**src/rtl/serial_add_unit_pkg.sv**
```systemverilog
// ============================================================================
// serial_add_unit_pkg : shared state encoding and default widths
// Revision: 1.0
// ============================================================================
`default_nettype none

package serial_add_unit_pkg;

  localparam int DEF_WIDTH = 8;
  localparam int DEF_CNT_W = 3;

  typedef enum logic [1:0] {
    S_IDLE  = 2'd0,
    S_SHIFT = 2'd1,
    S_DONE  = 2'd2
  } state_t;

endpackage

`default_nettype wire

```
**src/rtl/serial_add_unit_if.sv**
```systemverilog
// ============================================================================
// serial_add_unit_if : start/done handshake plus serial link to accumulator
// Revision: 1.0
// ============================================================================
`default_nettype none

interface serial_add_unit_if
  import serial_add_unit_pkg::*;
#(
  parameter int WIDTH = DEF_WIDTH
);

  logic             start;
  logic             sub;
  logic [WIDTH-1:0] addend;
  logic             acc_bit;
  logic             sum_bit;
  logic             shift_en;
  logic             busy;
  logic             done;
  logic             cout;

  modport master (
    output start, sub, addend, acc_bit,
    input  sum_bit, shift_en, busy, done, cout
  );

  modport slave (
    input  start, sub, addend, acc_bit,
    output sum_bit, shift_en, busy, done, cout
  );

endinterface

`default_nettype wire

```
**src/rtl/serial_add_unit_full_adder_bit.sv**
```systemverilog
// ============================================================================
// full_adder_bit : combinational one-bit sum / majority cell
// Revision: 1.0
// ============================================================================
`default_nettype none

module full_adder_bit
  import serial_add_unit_pkg::*;
(
  input  logic a_i,
  input  logic b_i,
  input  logic c_i,
  output logic sum_o,
  output logic carry_o
);

  assign sum_o   = a_i ^ b_i ^ c_i;
  assign carry_o = (a_i & b_i) | (a_i & c_i) | (b_i & c_i);

endmodule

`default_nettype wire

```
**src/rtl/serial_add_unit.sv**
```systemverilog
// ============================================================================
// serial_add_unit : bit-serial add/subtract stage driving an accumulator
// Revision: 1.0
// ============================================================================
`default_nettype none

module serial_add_unit
  import serial_add_unit_pkg::*;
#(
  parameter int WIDTH = DEF_WIDTH,
  parameter int CNT_W = DEF_CNT_W
)(
  input  logic               clk_i,
  input  logic               rst_i,
  serial_add_unit_if.slave   bus
);

  localparam logic [CNT_W-1:0] LAST_CNT = CNT_W'(WIDTH - 1);

  state_t           state_q;
  logic [WIDTH-1:0] addend_q;
  logic [CNT_W-1:0] cnt_q;
  logic             carry_q;
  logic             cout_q;
  logic             shift_en_q;
  logic             busy_q;
  logic             done_q;
  logic             sum_d;
  logic             carry_d;

  full_adder_bit u_fa (
    .a_i     (bus.acc_bit),
    .b_i     (addend_q[0]),
    .c_i     (carry_q),
    .sum_o   (sum_d),
    .carry_o (carry_d)
  );

  always_ff @(posedge clk_i) begin
    if (rst_i) begin
      state_q    <= S_IDLE;
      addend_q   <= '0;
      cnt_q      <= '0;
      carry_q    <= 1'b0;
      cout_q     <= 1'b0;
      shift_en_q <= 1'b0;
      busy_q     <= 1'b0;
      done_q     <= 1'b0;
    end else begin
      case (state_q)
        S_IDLE: begin
          done_q <= 1'b0;
          if (bus.start) begin
            // Subtraction is acc + ~addend + 1: invert here, seed carry with 1
            addend_q   <= bus.sub ? ~bus.addend : bus.addend;
            carry_q    <= bus.sub;
            cnt_q      <= '0;
            state_q    <= S_SHIFT;
            shift_en_q <= 1'b1;
            busy_q     <= 1'b1;
          end
        end
        S_SHIFT: begin
          carry_q  <= carry_d;
          addend_q <= {1'b0, addend_q[WIDTH-1:1]};
          cnt_q    <= cnt_q + 1'b1;
          if (cnt_q == LAST_CNT) begin
            state_q    <= S_DONE;
            cout_q     <= carry_d;
            shift_en_q <= 1'b0;
            done_q     <= 1'b1;
          end
        end
        S_DONE: begin
          state_q <= S_IDLE;
          done_q  <= 1'b0;
          busy_q  <= 1'b0;
        end
        default: begin
          state_q    <= S_IDLE;
          shift_en_q <= 1'b0;
          busy_q     <= 1'b0;
          done_q     <= 1'b0;
        end
      endcase
    end
  end

  assign bus.sum_bit  = shift_en_q & sum_d;
  assign bus.shift_en = shift_en_q;
  assign bus.busy     = busy_q;
  assign bus.done     = done_q;
  assign bus.cout     = cout_q;

endmodule

`default_nettype wire

```
**src/flat_wrapper.sv**
```systemverilog
// flat-port wrapper written by rule: the top's interface ports become plain ports
module serial_add_unit_flat import serial_add_unit_pkg::*;
#(
  parameter int WIDTH = DEF_WIDTH,
  parameter int CNT_W = DEF_CNT_W
)
  (clk_i, rst_i, bus_start, bus_sub, bus_addend, bus_acc_bit, bus_sum_bit, bus_shift_en, bus_busy, bus_done, bus_cout);
  serial_add_unit_if #(.WIDTH(WIDTH)) bus_i ();
  input  logic clk_i;
  input  logic rst_i;
  input wire logic [$bits(bus_i.start)-1:0] bus_start;
  input wire logic [$bits(bus_i.sub)-1:0] bus_sub;
  input wire logic [$bits(bus_i.addend)-1:0] bus_addend;
  input wire logic [$bits(bus_i.acc_bit)-1:0] bus_acc_bit;
  output wire logic [$bits(bus_i.sum_bit)-1:0] bus_sum_bit;
  output wire logic [$bits(bus_i.shift_en)-1:0] bus_shift_en;
  output wire logic [$bits(bus_i.busy)-1:0] bus_busy;
  output wire logic [$bits(bus_i.done)-1:0] bus_done;
  output wire logic [$bits(bus_i.cout)-1:0] bus_cout;
  assign bus_i.start = bus_start;
  assign bus_i.sub = bus_sub;
  assign bus_i.addend = bus_addend;
  assign bus_i.acc_bit = bus_acc_bit;
  assign bus_sum_bit = bus_i.sum_bit;
  assign bus_shift_en = bus_i.shift_en;
  assign bus_busy = bus_i.busy;
  assign bus_done = bus_i.done;
  assign bus_cout = bus_i.cout;
  serial_add_unit #(.WIDTH(WIDTH), .CNT_W(CNT_W)) u_core (.clk_i(clk_i), .rst_i(rst_i), .bus(bus_i));
endmodule
```
**config.mk**
```make
export PLATFORM = sky130hd
export DESIGN_NAME = serial_add_unit_flat
export DESIGN_NICKNAME = d
export VERILOG_FILES = /design/src/rtl/serial_add_unit_pkg.sv /design/src/rtl/serial_add_unit_if.sv /design/src/rtl/serial_add_unit_full_adder_bit.sv /design/src/rtl/serial_add_unit.sv /design/src/flat_wrapper.sv
export SDC_FILE = /design/constraint.sdc
export NUM_CORES = 1
export LEC_CHECK = 0
export CAP_MARGIN = 40
export CORE_MARGIN = 5
export CORE_UTILIZATION = 45
export DETAILED_ROUTE_END_ITERATION = 10
export PLACE_DENSITY_LB_ADDON = 0.15
export SYNTH_ARGS = -nofsm -noshare
export SYNTH_HDL_FRONTEND = slang
export SYNTH_SLANG_ARGS = --single-unit
```
**constraint.sdc**
```tcl
create_clock -name clk_i -period 2.83 [get_ports clk_i]
set_input_delay 0.283 -clock clk_i [delete_from_list [all_inputs] [get_ports clk_i]]
set_output_delay 0.283 -clock clk_i [all_outputs]
set_load 0.02 [all_outputs]
```
# Word-level counts from Yosys, hierarchy flattened
# Cells that the tools add are included.
# classes
n_eq_ne	5
add_sub_neg	1
reduce_logical	8
n_bitwise	11
mux	14
# op_table
operator	count
2-to-1 mux 8 bit	2
case mux 8 bit (2 select lines)	1
NOT 8 bit	1
AND reduction 2 bit	4
case mux 3 bit (2 select lines)	1
AND 1 bit	4
2-to-1 mux 2 bit	2
case mux 1 bit (2 select lines)	2
case mux 2 bit (2 select lines)	1
adder 3 x 1 -> 3 bit, second input constant	1
equality test 3 bit, second input constant	1
2-to-1 mux 1 bit	3
2-to-1 mux 3 bit	1
case mux 1 bit (3 select lines)	1
AND reduction 3 bit	1
equality test 2 x 1 -> 1 bit, second input constant	1
equality test 2 bit, second input constant	1
logical NOT 2 bit	1
inequality test 2 x 1 -> 1 bit, second input constant	1
inequality test 2 bit, second input constant	1
NOT 1 bit	2
OR 1 bit	2
nonzero test 2 bit	1
OR reduction 2 bit	1
bitwise XOR 1 bit	2
# totals
ff_bits	18
elab_cells	47
in_bits	13

# Logic depth before layout (Yosys ltp)
# logic_depth
ltp_word	4
mapped_depth	5

# By module
# A second synthesis with hierarchy kept.
# unflattened
hier_cells	84
area_unflattened_um2	837.1
# by_module_without_submodules
mod	cells_each	instances	area_each_um2
serial_add_unit	83	1	817.0
full_adder_bit	1	1	20.0

# Worst setup path before layout
# No wires, ideal clock.
# synth_path
path_type	reg-to-output
from	register u_core.addend_q[0]
to	output port bus_sum_bit
n_path_buf	0
required_ns	2.547
path_stages_with_launch	4
path_slack_ns	1.431
arrival_ns	1.116
cell_sequence	dfxtp_1 inv_1 fa_1 nor2b_1
# synth_via
elab_chain_cells	3
# synth_rtl
element	line	rtl
start, declared	serial_add_unit.sv:21	logic [WIDTH-1:0] addend_q;
start signal, assigned	serial_add_unit.sv:55	addend_q <= bus.sub ? ~bus.addend : bus.addend;
start signal, assigned	serial_add_unit.sv:65	addend_q <= {1'b0, addend_q[WIDTH-1:1]};
bitwise XOR 1 bit (2 in series)	serial_add_unit_full_adder_bit.sv:17	assign sum_o = a_i ^ b_i ^ c_i;
AND 1 bit	serial_add_unit.sv:89	assign bus.sum_bit = shift_en_q & sum_d;
end, declared	flat_wrapper.sv:15	output wire logic [$bits(bus_i.sum_bit)-1:0] bus_sum_bit;
# Every way passes these cells.

# Final worst setup path
# layout_path
from	input port bus_acc_bit
to	output port bus_sum_bit
# layout_via
elab_chain_cells	3
# layout_rtl
element	line	rtl
start, declared	flat_wrapper.sv:14	input wire logic [$bits(bus_i.acc_bit)-1:0] bus_acc_bit;
bitwise XOR 1 bit (2 in series)	serial_add_unit_full_adder_bit.sv:17	
AND 1 bit	serial_add_unit.sv:89	
# Every way passes these cells.

==> summary by stage <==
Timing
The worst path in the final design needs a cycle of 2.24 ns, including I/O delays and setup. Setup slack on the critical path of the routed design comes to 0.588 ns. On the final layout, the worst clock skew is 0.00313 ns. For this run, the top clock speed supported by timing is 446 MHz. The count of final setup violators is 0. The share of the clock period used by the worst path after layout is 0.792.

The final max-slew violation count came to 0. The worst pin sits at a relative slew slack of 0.558. The worst-margin pin slew is 0.661 ns. The number of failing hold endpoints at the final stage came to 0. Setup repair after global routing left no endpoint under its margin.

The aggregate negative setup slack is 0 ns.

Status
The run finished with clean final reports.

Flow run
Max-cap violations in this run came to 0.

Placed design
OpenSTA, run right after detailed placement, puts the worst setup slack at 0.580 ns. Once placement finished, the instance area stood at 992 sq um. The placed wire-length estimate after detailed placement is 1120 um. Once placement completed, the tool counted placed cells totaling 122.

Input and output buffers added on the ports amount to 17. The placer congestion estimate is 0.764.

Floorplan
The total die area is 0.00281 sq mm. The placeable core region is 0.00175 sq mm. The die is 53 um tall.

During I/O placement, the number of pins put on the boundary was 18. The starting density of the core is 0.477. Row generation in the floorplan step produced 15 rows.

The floorplan step set the die width to 53 um.

Clock network
The number of clock buffers added by TritonCTS is 3. The total number of clock tree sinks is 18. Buffers added to address setup during post-CTS repair amount to 0. Once the clock tree was built, the resizer swapped 0 gates to a different size. The post-cts hold buffer count is 0. At the later pin of the worst-skew pair, clock insertion delay measures 0.30 ns. The largest buffer count on any clock path is 2. The depth of the CTS H-tree is 1. The clock input transition at the sequential cells of the worst setup and hold paths is 0.10 ns. TritonCTS built the clock tree. The root buffer cell chosen for the clock tree is sky130_fd_sc_hd__clkbuf_4.

Logic synthesis
The arithmetic-cell share of the synthesized area counting full adders, half adders and majority gates is 0.0541. The netlist uses 25 different library cells. Yosys instantiated no cell more often than sky130_fd_sc_hd__dfxtp_1.

The dominant combinational cell family by area after synthesis is compound AO/OA/AOI/OAI gates. The mux share of post-synthesis cell area is 0.0120. The basic-gate share of the synthesized area counting and, or, nand and nor cells is 0.114. The synthesized area divided by synthesized cell count is 9.67 sq um. The number of synthesis warnings is 0. The compound-cell area share of the yosys netlist came to 0.230. The commonest cells after synthesis are 18 x sky130_fd_sc_hd__dfxtp_1, 10 x sky130_fd_sc_hd__a22oi_1, 8 x sky130_fd_sc_hd__nor2_1, 8 x sky130_fd_sc_hd__xnor2_1, 7 x sky130_fd_sc_hd__o22ai_1. The dominant synthesized flop cell is sky130_fd_sc_hd__dfxtp_1. Counting flops with an async set or reset pin after synthesis yields a share of 0. The number of nets in the synthesized netlist is 102. The top cell type's share of synthesized area is 0.433.

The share of the Yosys chip area taken by registers is 0.433. The synthesized design contains 0 enable-type register cells. By area the synthesized netlist is led by sky130_fd_sc_hd__dfxtp_1 43%, sky130_fd_sc_hd__a22oi_1 9.0%, sky130_fd_sc_hd__xnor2_1 8.4%. In the synthesized netlist, the number of instances is 86. The number of register bits inferred by synthesis is 18. After synthesis the cells add up to 832 sq um. The xor and xnor fraction of the mapped netlist area is 0.0842. The cell type with the highest aggregate area in the netlist is sky130_fd_sc_hd__dfxtp_1.

GRT
The number of global-route vias before repair was 615. The initial antenna violation count is 0. The residual overflow from global routing is 0.

The first-pass GRT wire length is 2620 um. For this run, the total global-route usage over all layers was measured as 0.127. Entering global routing, the biggest net connects 20 pins.

Drt
The routed layout has 682 vias. The mean routed wirelength per cell is 12.4 um. The routed wire length on met2 is 744 um. The top layer reached by signal wires is met4. The remaining antenna violation count is 0. After the first detailed-routing iteration, the DRC count stood at 1. The routed wire length on met3 is 78 um.

Summed over all layers, the routed wires come to 1560 um. The iteration count of the initial detailed-routing pass is 4. The detailed router put a total of 702 um of wire on met1.

In the routed design, unresolved DRC markers number 0. In the routed layout, each cell is associated on average with a via count of 5.41.

Critical path
Of all nets on the critical path, the largest fanout is 1. The setup slack of the most critical reg-to-reg path is 1.53 ns. The most critical setup path has its startpoint at bus_acc_bit. The endpoint type of the worst setup path is an output port. The worst setup path is launched from an input pin.

The worst register-to-register path has a depth of 4. Data on the critical path arrives at its endpoint at 1.96 ns. The endpoint required time on the critical path is 2.55 ns. The endpoint identified for the worst register-to-register timing path is u_core.carry_q$_SDFFE_PP0P_. The worst register-to-register path begins at u_core.addend_q[0]$_SDFFE_PP0P_.

The worst setup path is of the in2out kind.

Worst hold path
The worst hold path begins at u_core.bus.busy$_SDFFE_PP0P_. Along the worst hold path, the cell count comes to 1. In this run the worst hold path is classified as reg2reg. The endpoint with the worst hold slack is u_core.bus.busy$_SDFFE_PP0P_.

Layout
The finished cells cover 0.00103 sq mm. The number of standard cells in the final layout excluding fillers is 126. In the final layout, the share of cells above drive strength 1 is 0.0693. The number of antenna diodes in the final layout is 0. The post-synthesis to final-layout area growth is 23.6%.

The number of nets at the end of the flow is 118.

Power
Dividing total power by cell area gives a power density of 517 mW/mm^2. In this run the static leakage power is 0.363 nW. The worst-case vdd ir drop is 0.225 mV.
[stage by stage]
stage / total power, mW / utilization / hold slack (ns)
finish: 0.532 / 0.589 / 0.480
global route: 0.556 / 0.589 / 0.521
CTS: 0.537 / 0.589 / 0.484
detailed placement: 0.378 / 0.568 / 0.459
global placement: 0.376 / 0.568 / 0.454
floorplan: 0.346 / - / 0.464
[state kept, by name (all words and copies together), names as in the netlist]
name                 count
u_core.bus.shift_en      1
u_core.state_q           2
u_core.cnt_q             3
u_core.bus.busy          1
u_core.bus.cout          1
u_core.carry_q           1
u_core.addend_q          8
u_core.bus.done          1
[where the power goes]
part           switching [mW]  total [mW]  internal, mW  leakage (nW)
logic                  0.0428      0.0919        0.0491         0.195
registers              0.0107       0.280         0.269         0.148
clock network          0.0820       0.160        0.0785        0.0210
[cell type report]
| cell class | instances | area [sq um] |
|---|---|---|
| clock buffers | 4 | 36.3 |
| fillers | 164 | 717 |
| inverters | 5 | 18.8 |
| multi-input cells | 57 | 412 |
| flip-flops and latches | 18 | 360 |
| well taps | 25 | 31.3 |
| repair buffers | 17 | 170 |
[cell usage in the layout, fill, tap and decap left out, types with 5 or more instances in the layout]
cell type and instances:
sky130_fd_sc_hd__inv_1 5, sky130_fd_sc_hd__o22ai_1 7, sky130_fd_sc_hd__xnor2_1 8, sky130_fd_sc_hd__nor2_1 8, sky130_fd_sc_hd__clkdlybuf4s50_1 17, sky130_fd_sc_hd__a22oi_1 10, sky130_fd_sc_hd__dfxtp_1 18
[how the worst max path moves through the flow]
| stage | slack, ns | cells after the start | to |
|---|---|---|---|
| 2_1_floorplan | 1.43 | 3 | bus_sum_bit |
| 3_3_place_gp | 0.59 | 5 | bus_sum_bit |
| 3_5_place_dp | 0.58 | 5 | bus_sum_bit |
| 4_1_cts | 0.58 | 5 | bus_sum_bit |
| 5_1_grt | 0.53 | 5 | bus_sum_bit |
| 6_report | 0.59 | 5 | bus_sum_bit |
[cells by family after synthesis]
family,after synthesis
compound gates,27
fa+ha+maj,3
mux,1
xor+xnor,8
flops,18
simple gates,18
buf+inv,11
[worst max-delay path: stages]
cell and delay [ns]:
sky130_fd_sc_hd__clkdlybuf4s50_1 0.45, sky130_fd_sc_hd__inv_1 0.05, sky130_fd_sc_hd__fa_1 0.46, sky130_fd_sc_hd__nor2b_1 0.11, sky130_fd_sc_hd__clkdlybuf4s50_1 0.61
[routing by layer]
layer | vias to the layer above | GRT usage
met5 | - | 0
li1 | 340 | -
met3 | 5 | 0.0254
met1 | 316 | 0.154
met2 | 21 | 0.211
met4 | 0 | 0.0638
(Power assumes the default switching activity.)
